<file path="src/rtl/alu_result_bcd_if.sv">
// alu_result_bcd_if: start/busy/done bundle for the result BCD stage.
// master drives the request, slave is the converter.
interface alu_result_bcd_if #(
  parameter int WIDTH  = 14,
  parameter int DIGITS = 4
);
  logic                  start;
  logic [WIDTH-1:0]      bin_in;
  logic                  busy;
  logic                  done;
  logic [4*DIGITS-1:0]   bcd;
  logic                  ovf;

  modport master (
    output start, bin_in,
    input  busy, done, bcd, ovf
  );

  modport slave (
    input  start, bin_in,
    output busy, done, bcd, ovf
  );
endinterface

</file>
<file path="src/rtl/alu_result_bcd.sv">
// alu_result_bcd: iterative double-dabble of the ALU result, 1 bit/clk.
// Optional macro RESULT_BLANK_EN: blank leading zero digits with 4'hF.
module alu_result_bcd #(
  parameter int WIDTH  = 14,
  parameter int DIGITS = 4
) (
  input  logic         clk,
  input  logic         rst_n,
  alu_result_bcd_if.slave io
);

  localparam int BW   = 4 * DIGITS;
  localparam int ITW  = (WIDTH > 1) ? $clog2(WIDTH) : 1;
  localparam int MAXV = 10 ** DIGITS - 1;
  localparam logic [BW-1:0] SAT = {DIGITS{4'h9}};

  typedef enum logic [1:0] {
    IDLE,
    SHIFT,
    DONE
  } state_t;

  state_t           state_q, state_d;
  logic [WIDTH-1:0] sh_q, sh_nx;
  logic [BW-1:0]    sc_q, sc_nx, adj, res;
  logic [ITW-1:0]   it_q;
  logic             ovfn_q, ovf_q;
  logic [BW-1:0]    bcd_q;
  logic             last, big;
`ifdef RESULT_BLANK_EN
  logic             lead;
`endif

  assign big  = 32'(io.bin_in) > 32'(MAXV);
  assign last = it_q == ITW'(WIDTH - 1);

  // state register
  always_ff @(posedge clk or negedge rst_n) begin
    if (!rst_n) state_q <= IDLE;
    else        state_q <= state_d;
  end

  // next-state decode
  always_comb begin
    state_d = state_q;
    unique case (state_q)
      IDLE:    if (io.start) state_d = SHIFT;
      SHIFT:   if (last) state_d = DONE;
      DONE:    state_d = IDLE;
      default: state_d = IDLE;
    endcase
  end

  // add-3 on digits >= 5, then shift scratch and binary together
  always_comb begin
    adj = sc_q;
    for (int i = 0; i < DIGITS; i++) begin
      if (sc_q[4*i+:4] >= 4'd5)
        adj[4*i+:4] = sc_q[4*i+:4] + 4'd3;
    end
    {sc_nx, sh_nx} = {adj, sh_q} << 1;
  end

  // final result: saturate on overflow, optionally blank leading zeros
  always_comb begin
    res = ovfn_q ? SAT : sc_nx;
`ifdef RESULT_BLANK_EN
    lead = 1'b1;
    if (!ovfn_q) begin
      for (int i = DIGITS - 1; i > 0; i--) begin
        if (lead && res[4*i+:4] == 4'h0) res[4*i+:4] = 4'hF;
        else                             lead = 1'b0;
      end
    end
`endif
  end

  // datapath: latch on start, iterate in SHIFT, publish on the last shift
  always_ff @(posedge clk or negedge rst_n) begin
    if (!rst_n) begin
      sh_q   <= '0;
      sc_q   <= '0;
      it_q   <= '0;
      ovfn_q <= 1'b0;
      ovf_q  <= 1'b0;
      bcd_q  <= '0;
    end else begin
      unique case (state_q)
        IDLE: begin
          if (io.start) begin
            sh_q   <= io.bin_in;
            sc_q   <= '0;
            it_q   <= '0;
            ovfn_q <= big;
          end
        end
        SHIFT: begin
          sh_q <= sh_nx;
          sc_q <= sc_nx;
          it_q <= it_q + 1'b1;
          if (last) begin
            bcd_q <= res;
            ovf_q <= ovfn_q;
          end
        end
        default: ;
      endcase
    end
  end

  assign io.busy = state_q == SHIFT;
  assign io.done = state_q == DONE;
  assign io.bcd  = bcd_q;
  assign io.ovf  = ovf_q;

endmodule

</file>
<file path="src/flat_wrapper.sv">
// flat-port wrapper written by rule: the top's interface ports become plain ports
module alu_result_bcd_flat 
#(
  parameter int WIDTH  = 14,
  parameter int DIGITS = 4
)
  (clk, rst_n, io_start, io_bin_in, io_busy, io_done, io_bcd, io_ovf);
  alu_result_bcd_if #(.WIDTH(WIDTH), .DIGITS(DIGITS)) io_i ();
  input  logic clk;
  input  logic rst_n;
  input wire logic [$bits(io_i.start)-1:0] io_start;
  input wire logic [$bits(io_i.bin_in)-1:0] io_bin_in;
  output wire logic [$bits(io_i.busy)-1:0] io_busy;
  output wire logic [$bits(io_i.done)-1:0] io_done;
  output wire logic [$bits(io_i.bcd)-1:0] io_bcd;
  output wire logic [$bits(io_i.ovf)-1:0] io_ovf;
  assign io_i.start = io_start;
  assign io_i.bin_in = io_bin_in;
  assign io_busy = io_i.busy;
  assign io_done = io_i.done;
  assign io_bcd = io_i.bcd;
  assign io_ovf = io_i.ovf;
  alu_result_bcd #(.WIDTH(WIDTH), .DIGITS(DIGITS)) u_core (.clk(clk), .rst_n(rst_n), .io(io_i));
endmodule
</file>
<file path="config.mk">
export PLATFORM = sky130hd
export DESIGN_NAME = alu_result_bcd_flat
export DESIGN_NICKNAME = d
export VERILOG_FILES = /design/src/rtl/alu_result_bcd_if.sv /design/src/rtl/alu_result_bcd.sv /design/src/flat_wrapper.sv
export SDC_FILE = /design/constraint.sdc
export NUM_CORES = 1
export LEC_CHECK = 0
export ABC_CLOCK_PERIOD_IN_PS = 2600
export BUFFER_PORTS_ARGS = -buffer_cell sky130_fd_sc_hd__buf_2
export CAP_MARGIN = 20
export CORE_ASPECT_RATIO = 1.4
export CORE_MARGIN = 5
export CORE_UTILIZATION = 61
export DETAILED_ROUTE_END_ITERATION = 8
export PLACE_DENSITY_LB_ADDON = 0.05
export SYNTH_ARGS = -nofsm -noshare
export SYNTH_HDL_FRONTEND = slang
export SYNTH_SLANG_ARGS = --single-unit
</file>
<file path="constraint.sdc">
create_clock -name clk -period 2.6 [get_ports clk]
set_clock_uncertainty 0.2 [all_clocks]
set_input_delay 0.78 -clock clk [delete_from_list [all_inputs] [get_ports clk]]
set_output_delay 0.78 -clock clk [all_outputs]
set_load 0.01 [all_outputs]
</file>
==> results by group, run 1 <==
Critical path
  – End of the worst register-to-register path: u_core.io.bcd[1]
  – Reg-to-reg slack, setup: 0.56 ns
  – Critical path launch point type: register
  – Reg2Reg Launch Point: u_core.state_q[0]
  – Critical-path top delay cell: dfrtp_1
  – Crit Path Max Fanout: 16
  – Max stage delay on crit path: 0.65 ns
  – Crit path required time: 1.62 ns
  – CP endpoint kind: primary output
  – Setup CP Type: register to primary output
  – Worst reg-to-reg path cell count: 5
  – CP arrival: 1.40 ns
  – CP Cell Sequence: nand2b_4 -> inv_1 -> buf_2

Routing
  – DR vias: 1986
  – DR WL/cell: 15.4 um
  – Vias per cell: 5.81
  – DR iter-0 viols: 181
  – Final antenna-violating net count: 0
  – Drt drc: 0
  – WL final: 5.27 mm
  – Detailed Routing Iterations Pass 1: 4

Yosys
  – Post-synth top area share: 0.519
  – Syn Nets: 287
  – Synth Flop Type: dfrtp_1
  – Synth area leaders: dfrtp_1, o21ai_0, nand2_1
  – Asr flop ratio synth: 1.00
  – Sequential cell area fraction in the yosys report: 0.519
  – Synth Warn #: 0
  – Mapped Cells: 260
  – Post-synth EDFFs: 0
  – Synthesized area: 2600 um^2
  – Unique cell type count in the Yosys netlist: 36
  – Post-synth top area cell: dfrtp_1
  – Syn avg cell area: 10.0 um^2
  – #FFs+latches synth: 54

Finish
  – Commonest cells after routing, fill and taps aside: dfrtp_1, buf_2, nand2_1
  – Antenna Cells: 0
  – P&R area growth vs syn: 12.1%
  – Multi-input logic area: 1130 um^2
  – Layout fillers: 337
  – Leading cell type in the layout, fill and taps excluded: dfrtp_1
  – Register area: 1350 um^2
  – Layout cells sized above 1: 0.199
  – Total Nets Final: 323

Run
  – Max Cap Viol: 0

Clocking
  – CTS H-tree lvls: 2
  – Post-CTS sizing: 0
  – # Post-CTS Setup Buffers: 0
  – Clock-pin slew on the worst setup and hold paths: 0.09 ns
  – Cts bufs inserted: 5
  – Clk Latency, worst-skew pair: 0.30 ns
  – Clk root buf: clkbuf_8
  – CTS hold repair buffers: 0
  – Clk buf depth: 2
  – CTS Sinks: 54
  – TritonCTS clock tree: built

Power
  – Leakage power: 0.00137 uW
  – Total Power: 3680 uW
  – Worst vdd ir: 0.000608 V
  – P per Cell Area: 1260 nW/um^2

STA
  – RSZ-0062 raised after global routing: false
  – Final hold slack: 0.249 ns
  – Sum of negative setup slack: 0 ns
  – Rel. slew slack: 0.575
  – Final period util: 0.916
  – Final Hold Viols: 0
  – Max Freq: 0.420 GHz
  – Worst setup margin: 0.218 ns
  – Slew Viols, Final: 0
  – Worst-Margin Slew: 0.635 ns
  – Setup-failing EPs final: 0
  – Crit path time final: 2.38 ns

Global routing
  – First-pass GRT wire length: 9.00 mm
  – Overall Global Routing Usage: 0.202
  – Vias in the first global route: 1909
  – Pin count of the biggest net entering global routing: 55
  – Total global routing overflow: 0
  – Initial antenna violation count: 0

Floorplanning
  – Starting utilization of the core area: 0.624
  – # rows: 28
  – Die ar.: 5690 um^2
  – Core ar.: 4170 um^2
  – Die Height: 87.3 um
  – Top Ports: 36
  – Die X: 65.2 um

Placement
  – IO buf count: 35
  – Routability cong.: 0.817
  – HPWL Detailed: 3.62 mm
  – Pre-CTS setup slack: 0.520 ns

Worst hold path
  – Worst hold path type: input pin to async pin

Run status
  – Run status: finished clean
## cell usage after synthesis (all sizes together) (2+ instances only)
| library cell | instances |
|---|---|
| buf | 10 |
| a21oi | 17 |
| nand2 | 34 |
| xnor2 | 4 |
| nor2 | 16 |
| mux2i | 2 |
| nand2b | 7 |
| nor2b | 6 |
| o31ai | 2 |
| nor3 | 5 |
| nand3 | 4 |
| clkbuf | 3 |
| mux2 | 2 |
| inv | 10 |
| dfrtp | 54 |
| a22oi | 12 |
| a31oi | 3 |
| nor3b | 3 |
| o21ai | 33 |
| ha | 10 |
| a22o | 14 |
## report_power, final
group	internal (uW)	total (uW)	switching, uW
Clock	216	478	262
Combinational	742	1650	903
Sequential	1220	1560	341
## stage by stage
stage / utilization / area (um^2) / std cells
after floorplan: - / 2600 / 260
after CTS: 0.699 / 2920 / 342
after global placement: 0.677 / 2820 / 334
after detailed placement: 0.677 / 2820 / 334
after global routing: 0.699 / 2920 / 342
final: 0.699 / 2920 / 342
## cell type report
| type | count | area share |
|---|---|---|
| flip-flops and latches | 54 | 0.464 |
| multi-input cells | 182 | 0.389 |
| repair buffers | 42 | 0.0824 |
| clock buffers | 7 | 0.0296 |
| well taps | 45 | 0.0193 |
| inverters | 11 | 0.0146 |
| clock inverters | 1 | 0.00172 |
## worst max path at each step
| stage | start | to | slack, ns | cells after the start |
|---|---|---|---|---|
| final | u_core.state_q[0] | io_busy | 0.22 | 3 |
| after global routing | u_core.state_q[0] | io_busy | 0.14 | 3 |
| after CTS | u_core.state_q[0] | io_busy | 0.21 | 3 |
| after detailed placement | io_start | u_core.sh_q[7] | 0.52 | 4 |
| after global placement | u_core.state_q[0] | io_busy | 0.58 | 3 |
| after floorplan | u_core.state_q[0] | io_done | 0.68 | 3 |
## critical path, delay by kind of cell, from the launching register on
family	cells	cell delay, ns
buffers and inverters	2	0.24
AND/OR/NAND/NOR	1	0.21
flip-flops	1	0.65
## layer usage
metal	wire length, um	vias to the layer above	track usage	part of all wire
met2	2570	45	0.333	0.49
met4	65	0	0.0717	0.012
met3	228	7	0.0362	0.043
met5	0	-	0	0
met1	2410	956	0.269	0.46
li1	-	978	-	-
## sequential cells by signal, indices dropped and copies added (netlist names)
| register | flops |
|---|---|
| u_core.ovfn_q | 1 |
| u_core.state_q | 2 |
| u_core.sc_q | 16 |
| u_core.sh_q | 14 |
| u_core.it_q | 4 |
| u_core.io.ovf | 1 |
| u_core.io.bcd | 16 |
## logic make-up (layout without fill, tap and decap cells)
logic type,after synthesis,after routing,share of synthesized area
compound gates,83,83,0.203
xor+xnor,5,5,0.0168
fa+ha+maj,10,10,0.0481
buf+inv,24,61,0.0462
flops,54,54,0.519
mux,4,4,0.0164
simple gates,80,80,0.151
Power figures use the tool's default switching activity.
==> inputs of run 2 (changes only) <==
GPL_TIMING_DRIVEN = 0   (was not set)
SKIP_CTS_REPAIR_TIMING = 1   (was not set)
==> run 2 against run 1 <==
Compared with the run above:
- register-to-register slack better by 0.11 ns
- critical endpoint unchanged
- worst setup slack worse by 0.12 ns
- via count is 1.4% higher
- first-iteration DRC count decreased by 49%
- fmax shrank 4.9%
- combinational power increased by 4%
- largest cell class unchanged
- clock-buffer cell count shrank 2
- power rose by 3.1%
- clock power is 19% higher
- global-route usage up 2.0 points
- sequential power shrank 3%
- non-clock buffer count grew 6
==> results by group, run 2 (synthesized netlist as in run 1, its figures left out) <==
Run status
  – Run status: finished clean (unchanged)

Routing
  – DR iter-0 viols: 93 (was 181)
  – DR WL/cell: 15.9 um (was 15.4 um)
  – Drt drc: 0 (unchanged)
  – WL final: 5.52 mm (was 5.27 mm)
  – Vias per cell: 5.78 (was 5.81)
  – DR vias: 2013 (was 1986)
  – Detailed Routing Iterations Pass 1: 4 (unchanged)
  – Final antenna-violating net count: 0 (unchanged)

Finish
  – Utilization after layout: 0.712 (was 0.699)
  – Commonest cells after routing, fill and taps aside: dfrtp_1, buf_2, nand2_1 (unchanged)
  – Leading cell type in the layout, fill and taps excluded: dfrtp_1 (unchanged)
  – Final Cell Area: 2970 um^2 (was 2920 um^2)
  – Layout cells sized above 1: 0.205 (was 0.199)
  – Total Nets Final: 329 (was 323)
  – P&R area growth vs syn: 14.0% (was 12.1%)
  – Layout fillers: 332 (was 337)
  – Antenna Cells: 0 (unchanged)

Global routing
  – Vias in the first global route: 2038 (was 1909)
  – Pin count of the biggest net entering global routing: 42 (was 55)
  – Overall Global Routing Usage: 0.222 (was 0.202)
  – Total global routing overflow: 0 (unchanged)
  – First-pass GRT wire length: 9.72 mm (was 9.00 mm)
  – Initial antenna violation count: 0 (unchanged)

Clocking
  – CTS H-tree lvls: 2 (unchanged)
  – TritonCTS clock tree: built (unchanged)
  – CTS Sinks: 54 (unchanged)
  – Clock-pin slew on the worst setup and hold paths: 0.10 ns (was 0.09 ns)
  – Cts bufs inserted: 5 (unchanged)
  – Clk root buf: clkbuf_8 (unchanged)
  – Clk Latency, worst-skew pair: 0.31 ns (was 0.30 ns)
  – Clk buf depth: 2 (unchanged)

STA
  – Final Hold Viols: 0 (unchanged)
  – Rel. slew slack: 0.571 (was 0.575)
  – Setup-failing EPs final: 0 (unchanged)
  – Worst-Margin Slew: 0.644 ns (was 0.635 ns)
  – Crit path time final: 2.51 ns (was 2.38 ns)
  – Final period util: 0.964 (was 0.916)
  – Slew Viols, Final: 0 (unchanged)
  – RSZ-0062 raised after global routing: false (unchanged)
  – Max Freq: 0.399 GHz (was 0.420 GHz)

Critical path
  – Setup CP Type: register to primary output (unchanged)
  – Crit Path Max Fanout: 10 (was 16)
  – Reg2Reg Launch Point: u_core.sc_q[8] (was u_core.state_q[0])
  – Buf/Inv on CP: 3 (was 2)
  – Reg-to-reg slack, setup: 0.67 ns (was 0.56 ns)
  – Top delay family on crit path: buffers and inverters (was flip-flops)
  – Max stage delay on crit path: 0.47 ns (was 0.65 ns)
  – CP Cell Sequence: nand2b_4 -> inv_1 -> buf_4 -> buf_2 (was nand2b_4 -> inv_1 -> buf_2)
  – CP arrival: 1.53 ns (was 1.40 ns)
  – CP startpoint: u_core.state_q[1] (was u_core.state_q[0])
  – Critical-path top delay cell: dfrtp_2 (was dfrtp_1)
  – CP endpoint kind: primary output (unchanged)
  – End of the worst register-to-register path: u_core.io.bcd[10] (was u_core.io.bcd[1])
  – Critical path launch point type: register (unchanged)
  – Crit path required time: 1.62 ns (about the same)
  – Worst reg-to-reg path cell count: 6 (was 5)

Power
  – P per Cell Area: 1280 nW/um^2 (was 1260 nW/um^2)
  – Leakage power: 0.00139 uW (was 0.00137 uW)
  – Worst vdd ir: 0.000728 V (was 0.000608 V)

Floorplanning
  – Starting utilization of the core area: 0.624 (unchanged)
  – Top Ports: 36 (unchanged)
  – Die Height: 87.3 um (unchanged)
  – Die ar.: 5690 um^2 (unchanged)
  – # rows: 28 (unchanged)
  – Die X: 65.2 um (unchanged)
  – Core ar.: 4170 um^2 (unchanged)

Placement
  – Routability cong.: 0.801 (was 0.817)
  – HPWL Detailed: 3.96 mm (was 3.62 mm)
  – Placed cell areas: 2850 um^2 (was 2820 um^2)
  – IO buf count: 35 (unchanged)

Run
  – Max Cap Viol: 0 (unchanged)

Worst hold path
  – Worst hold path type: input pin to async pin (unchanged)
run 2: changes by cell type in the layout (fill, tap and decap cells not counted), moves of 2 or more:
cell,before,now
buf_4,6,1
clkinvlp_4,0,2
buf_6,0,3
buf_2,35,39
clkbuf_1,1,3
run 2: how the worst max path moves through the flow:
stage               slack, ns  cells after the start       to
floorplan                0.68                      3  io_done
global placement         0.34                      4  io_busy
detailed placement       0.33                      4  io_busy
CTS                     -0.01                      4  io_busy
global route             0.02                      4  io_busy
finish                   0.09                      4  io_busy
run 2: power by group:
group | total, uW | switching, uW | internal (uW) | leakage [uW]
clock network | 569 | 283 | 287 | 0.0000504
logic | 1720 | 973 | 747 | 0.000654
registers | 1510 | 288 | 1220 | 0.000680
run 2: layer usage:
layer  GRT usage  part of all wire  vias up
met5           0                 0        -
met4      0.0717             0.017        0
met3      0.0388             0.037        9
met2       0.394              0.50       44
met1       0.271              0.45      968
li1            -                 -      992
run 2: per-stage QoR:
step	cells	setup TNS (ns)	setup WS (ns)	hold slack, ns	total power [uW]
2_1_floorplan	260	0	0.678	0.250	2730
3_3_place_gp	340	0	0.337	0.246	3190
3_5_place_dp	341	0	0.334	0.257	3240
4_1_cts	349	-0.00972	-0.00972	0.171	3820
5_1_grt	348	0	0.0249	0.172	4150
6_report	348	0	0.0944	0.162	3800
run 2: final cells by class:
cell class,count,area [um^2],area share
flip-flops and latches,54,1350,0.456
plain buffers,12,76.3,0.0257
inverters,11,42.5,0.0143
clock inverters,3,45.0,0.0152
well taps,45,56.3,0.0190
repair buffers,36,195,0.0658
clock buffers,5,68.8,0.0232
multi-input cells,182,1130,0.381
